### src/rtl/serial_adder_if.sv
// Operand/result bundle of the bit-serial adder/subtractor.
// The master drives the operands and start; the slave returns the registered results.
interface serial_adder_if #(
    parameter int WIDTH = 8
);
    logic             start;
    logic [WIDTH-1:0] A;
    logic [WIDTH-1:0] B;
    logic             Cin;
    logic             Sub;
    logic [WIDTH-1:0] Sum;
    logic             Carry;
    logic             Overflow;
    logic             busy;
    logic             done;

    modport master (
        output start, A, B, Cin, Sub,
        input  Sum, Carry, Overflow, busy, done
    );

    modport slave (
        input  start, A, B, Cin, Sub,
        output Sum, Carry, Overflow, busy, done
    );
endinterface

### src/rtl/serial_adder.sv
// Bit-serial adder/subtractor: one operand bit per clock, LSB first, WIDTH cycles per result.
// Subtraction reuses the adder as A + ~B + ~Cin; outputs hold until the next completion.
module serial_adder #(
    parameter int WIDTH = 8
) (
    input  logic           clock,
    input  logic           reset_n,
    serial_adder_if.slave  bus
);
    localparam int CW = $clog2(WIDTH) + 1;
    localparam logic [CW-1:0] LAST_BIT = CW'(WIDTH - 1);

    typedef enum logic [1:0] {
        IDLE = 2'd0,
        RUN  = 2'd1,
        DONE = 2'd2
    } state_t;

    state_t           state_q,  state_d;
    logic [CW-1:0]    cnt_q,    cnt_d;
    logic [WIDTH-1:0] a_q,      a_d;
    logic [WIDTH-1:0] b_q,      b_d;
    logic [WIDTH-1:0] res_q,    res_d;
    logic             carry_q,  carry_d;
    logic [WIDTH-1:0] sum_q,    sum_d;
    logic             cout_q,   cout_d;
    logic             ovf_q,    ovf_d;
    logic             busy_q,   busy_d;
    logic             done_q,   done_d;

    logic             accept_s;
    logic             sum_bit_s;
    logic             maj_s;

    // DONE also accepts start so that a held start yields one result every WIDTH+1 cycles.
    assign accept_s  = bus.start && ((state_q == IDLE) || (state_q == DONE));
    assign sum_bit_s = a_q[0] ^ b_q[0] ^ carry_q;
    assign maj_s     = (a_q[0] & b_q[0]) | (a_q[0] & carry_q) | (b_q[0] & carry_q);

    // Next-state, datapath shifting and result capture.
    always_comb begin
        state_d = state_q;
        cnt_d   = cnt_q;
        a_d     = a_q;
        b_d     = b_q;
        res_d   = res_q;
        carry_d = carry_q;
        sum_d   = sum_q;
        cout_d  = cout_q;
        ovf_d   = ovf_q;
        busy_d  = 1'b0;
        done_d  = 1'b0;

        case (state_q)
            IDLE, DONE: begin
                if (accept_s) begin
                    state_d = RUN;
                    a_d     = bus.A;
                    b_d     = bus.B ^ {WIDTH{bus.Sub}};
                    carry_d = bus.Cin ^ bus.Sub;
                    cnt_d   = '0;
                end else begin
                    state_d = IDLE;
                end
            end
            RUN: begin
                a_d     = {1'b0, a_q[WIDTH-1:1]};
                b_d     = {1'b0, b_q[WIDTH-1:1]};
                res_d   = {sum_bit_s, res_q[WIDTH-1:1]};
                carry_d = maj_s;
                cnt_d   = cnt_q + CW'(1);
                if (cnt_q == LAST_BIT) begin
                    // carry_q here is the carry into the MSB, maj_s the carry out of it
                    state_d = DONE;
                    done_d  = 1'b1;
                    sum_d   = {sum_bit_s, res_q[WIDTH-1:1]};
                    cout_d  = maj_s;
                    ovf_d   = carry_q ^ maj_s;
                end else begin
                    busy_d  = 1'b1;
                end
            end
            default: begin
                state_d = IDLE;
            end
        endcase
    end

    // State, datapath and output registers with asynchronous clear.
    always_ff @(posedge clock or negedge reset_n) begin
        if (!reset_n) begin
            state_q <= IDLE;
            cnt_q   <= '0;
            a_q     <= '0;
            b_q     <= '0;
            res_q   <= '0;
            carry_q <= 1'b0;
            sum_q   <= '0;
            cout_q  <= 1'b0;
            ovf_q   <= 1'b0;
            busy_q  <= 1'b0;
            done_q  <= 1'b0;
        end else begin
            state_q <= state_d;
            cnt_q   <= cnt_d;
            a_q     <= a_d;
            b_q     <= b_d;
            res_q   <= res_d;
            carry_q <= carry_d;
            sum_q   <= sum_d;
            cout_q  <= cout_d;
            ovf_q   <= ovf_d;
            busy_q  <= busy_d;
            done_q  <= done_d;
        end
    end

    assign bus.Sum      = sum_q;
    assign bus.Carry    = cout_q;
    assign bus.Overflow = ovf_q;
    assign bus.busy     = busy_q;
    assign bus.done     = done_q;
endmodule

### src/flat_wrapper.sv
// flat-port wrapper written by rule: the top's interface ports become plain ports
module serial_adder_flat 
#(
    parameter int WIDTH = 8
)
  (clock, reset_n, bus_start, bus_A, bus_B, bus_Cin, bus_Sub, bus_Sum, bus_Carry, bus_Overflow, bus_busy, bus_done);
  serial_adder_if #(.WIDTH(WIDTH)) bus_i ();
  input  logic clock;
  input  logic reset_n;
  input wire logic [$bits(bus_i.start)-1:0] bus_start;
  input wire logic [$bits(bus_i.A)-1:0] bus_A;
  input wire logic [$bits(bus_i.B)-1:0] bus_B;
  input wire logic [$bits(bus_i.Cin)-1:0] bus_Cin;
  input wire logic [$bits(bus_i.Sub)-1:0] bus_Sub;
  output wire logic [$bits(bus_i.Sum)-1:0] bus_Sum;
  output wire logic [$bits(bus_i.Carry)-1:0] bus_Carry;
  output wire logic [$bits(bus_i.Overflow)-1:0] bus_Overflow;
  output wire logic [$bits(bus_i.busy)-1:0] bus_busy;
  output wire logic [$bits(bus_i.done)-1:0] bus_done;
  assign bus_i.start = bus_start;
  assign bus_i.A = bus_A;
  assign bus_i.B = bus_B;
  assign bus_i.Cin = bus_Cin;
  assign bus_i.Sub = bus_Sub;
  assign bus_Sum = bus_i.Sum;
  assign bus_Carry = bus_i.Carry;
  assign bus_Overflow = bus_i.Overflow;
  assign bus_busy = bus_i.busy;
  assign bus_done = bus_i.done;
  serial_adder #(.WIDTH(WIDTH)) u_core (.clock(clock), .reset_n(reset_n), .bus(bus_i));
endmodule
### config.mk
export PLATFORM = sky130hd
export DESIGN_NAME = serial_adder_flat
export DESIGN_NICKNAME = d
export VERILOG_FILES = /design/src/rtl/serial_adder_if.sv /design/src/rtl/serial_adder.sv /design/src/flat_wrapper.sv
export SDC_FILE = /design/constraint.sdc
export NUM_CORES = 1
export LEC_CHECK = 0
export CAP_MARGIN = 30
export CORE_ASPECT_RATIO = 0.75
export CORE_UTILIZATION = 51
export CTS_CLUSTER_DIAMETER = 100
export DETAILED_ROUTE_END_ITERATION = 12
export GPL_TIMING_DRIVEN = 0
export HOLD_SLACK_MARGIN = 0.08
export PLACE_DENSITY = 0.78
export RECOVER_POWER = 50
export SLEW_MARGIN = 30
export SYNTH_ARGS = -nofsm -noshare
export SYNTH_HDL_FRONTEND = slang
export SYNTH_SLANG_ARGS = --single-unit
export TNS_END_PERCENT = 50
### constraint.sdc
create_clock -name clock -period 1.8 [get_ports clock]
set_clock_uncertainty 0.05 [all_clocks]
set_input_delay 0.45 -clock clock [delete_from_list [all_inputs] [get_ports clock]]
set_output_delay 0.45 -clock clock [all_outputs]
set_load 0.02 [all_outputs]
==> impl_metrics.csv, run 1 <==
group,metric,value,unit
sta,setup_slack,50.04,ps
setup_path,crit_type,"reg2out",
grt,grt_max_degree,23,
sta,worstMarginPinSlew,1125,ps
power,power,4.019,mW
setup_path,slowest_delay,610,ps
die,core_area,0.003333,mm2
sta,period_needed,1750,ps
grt,grt_overflow,0,
power,p_leak,1.056,nW
die,io_pins,33,
run_status,status,"complete, no violations",
clock_network,clk_path_buf_depth,2,
sta,finalHoldViolCount,0,
routing,vias_per_cell,5.464,
clock_network,h-tree-depth,2,
clock_network,clk_latency,290,ps
layout,fin_area,0.002261,mm2
logic_synthesis,yosysSeqAreaShare,58.37,%
layout,areaGrowthSynthToFinish,25.57,%
sta,maxSlewHeadroom,25.02,%
grt,use_met2,30.58,%
setup_path,crit_fanout,2,
layout,finalNetCount,191,
sta,rsz0062_at_grt,"no",
grt,grt-busiest-layer,"met2",
placed_design,dp_hpwl,2212,um
grt,grt_pass1_wl,5437,um
power,powerDensity,1778,mW/mm2
routing,postRouteAntennaNets,0,
grt,use_met1,26.26,%
grt,first_global_vias,1124,
routing,dr.pass1.iters,4,
sta,tns,0,ps
die,die_x,70.61,um
placed_design,placed_cell_area,0.002183,mm2
routing,post-route-drc-count,0,
clock_network,cts_sinks,42,
grt,track_usage,19.82,%
setup_path,critical_path.endpoint_type,"output pin",
die,die_h,53.46,um
layout,layout-drive-gt1-share,14.79,%
clock_network,postCtsSetupBuffers,0,
logic_synthesis,synth.distinct_cells,26,
setup_path,cp_slowest_cell,"clkdlybuf4s50_1",
sta,setup_viol,0,
clock_network,numCtsBuffers,5,
setup_path,worst_ep_arrival_time,1250,ps
die,rows,18,
logic_synthesis,syn_area,0.001800,mm2
grt,antenna_found_initial,0,
setup_path,crit_buf_inv,1,
clock_network,path_clk_slew,80,ps
logic_synthesis,ys_warn_count,0,
sta,maxSlewViolCount,0,
setup_path,cp-start-kind,"flop",
routing,drt-total-wl,3231,um
placed_design,place_ws,-103.8,ps
routing,drt-initial-drc-count,62,
hold_path,hp-class,"in2async",
routing,wire_per_inst,15.46,um
clock_network,clock-root-buffer,"clkbuf_8",
die,initial_core_util,54.02,%
die,design.die.area,0.003774,mm2
logic_synthesis,synth_area_leaders,"dfrtp_1, mux2_1, a22o_1",
clock_network,ctsResizeCount,0,
logic_synthesis,avgSynthCellArea,13.96,um2
setup_path,critPathTopFamily,"buffers and inverters",
clock_network,cts_tree,"yes",
run,cap_violations,0,
clock_network,holdBufCountCts,0,
logic_synthesis,synth-seq-cells,42,
sta,post-route-period-util,97.22,%
logic_synthesis,syn_nets,152,
setup_path,required,1300,ps
logic_synthesis,yosys.area.top_type,"dfrtp_1",
logic_synthesis,yosysTopAreaCellShare,58.37,%
placed_design,portBuffers,31,
logic_synthesis,syn_inst,129,
layout,antenna_cells,0,
routing,vias,1142,
setup_path,path_cells,"clkdlybuf4s50_1",
power,peakVddDrop,0.0009401,V
grt,use_met3,5.333,%
sta,fmax,571.4,MHz
placed_design,place_congestion,0.7536,
## area by class of cell
| class | count | area (um2) |
|---|---|---|
| flip-flops and latches | 42 | 1051 |
| repair buffers | 32 | 311.5 |
| clock inverters | 3 | 40.04 |
| clock buffers | 5 | 68.82 |
| multi-input cells | 79 | 686.9 |
| plain buffers | 8 | 52.55 |
| fillers | 243 | 1072 |
| well taps | 40 | 50.05 |
## metrics by stage
step                hold WS, ps  instances  util, %
CTS                       84.18        209    68.77
global placement          406.2        200    64.83
finish                    301.6        209    67.83
global route              381.1        209    67.83
detailed placement        403.8        201    65.50
floorplan                 104.4        129        -
## cell usage after synthesis
cell / count
dfrtp_1: 42
a22o_1: 11
mux2_1: 9
nor2_1: 9
xnor2_1: 9
a221o_1: 8
mux2_2: 8
a21o_1: 7
buf_2: 3
buf_6: 3
mux2i_1: 2
nand2b_1: 2
nor2b_1: 2
xor2_1: 2
and2_1: 1
and2b_1: 1
and2b_4: 1
buf_4: 1
clkbuf_1: 1
fa_1: 1
ha_1: 1
nand2_1: 1
nand3b_1: 1
nand4_1: 1
nor2_4: 1
nor2b_2: 1
## final timing paths
path                             startpoint                 to  slack (ps)  cells past startpoint
max                        u_core.bus.Carry          bus_Carry          50                      1
min                                 reset_n      u_core.b_q[1]         300                      1
max reg2reg                 u_core.cnt_q[0]  u_core.bus.Sum[5]         150                      5
min reg2reg                   u_core.a_q[5]      u_core.a_q[5]         430                      1
max in group asynchronous           reset_n  u_core.bus.Sum[4]         300                      2
min in group clock            u_core.a_q[5]      u_core.a_q[5]         430                      1
## where the power goes
part,leakage [nW],internal [mW],switching (mW)
clock network,0.0579,0.408,0.314
registers,0.523,1.38,0.264
logic,0.475,0.903,0.750
## sequential cells by signal (all words and copies together), names as in the netlist, 2 cells and up
| name | cells |
|---|---|
| u_core.a_q | 8 |
| u_core.b_q | 8 |
| u_core.bus.Sum | 8 |
| u_core.cnt_q | 4 |
| u_core.res_q | 7 |
| u_core.state_q | 2 |
## cell families after synthesis
group | Yosys count | share of synthesized area [%]
AO/OA/AOI/OAI | 26 | 12.72
XOR/XNOR | 11 | 5.351
adder cells (fa/ha/maj) | 2 | 1.807
buffers and inverters | 8 | 3.335
flip-flops | 42 | 58.37
multiplexers | 19 | 11.74
AND/OR/NAND/NOR | 21 | 6.672
## worst reg2reg max path, stage by stage, from the launching register on
cell and delay (ps):
dfrtp_1 400, ha_1 220, nand3b_1 160, nor2b_2 190, buf_6 170, mux2_1 330
## metal layers
metal / share of wire (%) / vias up
met5: 0 / -
met4: 2.0 / 0
met3: 4.0 / 11
met2: 47 / 33
met1: 47 / 562
li1: - / 536
## layout by cell type (no fill, tap or decap), drive strengths merged
| master | Yosys | routed |
|---|---|---|
| and2b | 2 | 2 |
| and2 | 1 | 1 |
| clkdlybuf4s50 | 0 | 29 |
| a21o | 7 | 7 |
| mux2 | 17 | 17 |
| nor2 | 10 | 10 |
| ha | 1 | 1 |
| nand4 | 1 | 1 |
| mux2i | 2 | 2 |
| buf | 7 | 6 |
| a22o | 11 | 11 |
| xor2 | 2 | 2 |
| xnor2 | 9 | 9 |
| fa | 1 | 1 |
| nand3b | 1 | 1 |
| dlymetal6s2s | 0 | 1 |
| nor2b | 3 | 3 |
| a221o | 8 | 8 |
| clkbuf | 1 | 9 |
| nand2b | 2 | 2 |
| dfrtp | 42 | 42 |
| nand2 | 1 | 1 |
| clkinv | 0 | 2 |
| bufinv | 0 | 1 |
Note: power is estimated with default switching activity, not from simulation.
==> inputs of run 2 (changes only) <==
--- a/config.mk
+++ b/config.mk
@@ -5,6 +5,7 @@
 export SDC_FILE = /design/constraint.sdc
 export NUM_CORES = 1
 export LEC_CHECK = 0
+export ABC_CLOCK_PERIOD_IN_PS = 1800
 export CAP_MARGIN = 30
 export CORE_ASPECT_RATIO = 0.75
 export CORE_UTILIZATION = 51
==> results of run 2 <==
Final layout, timing and power as in run 1 (identical DEF).
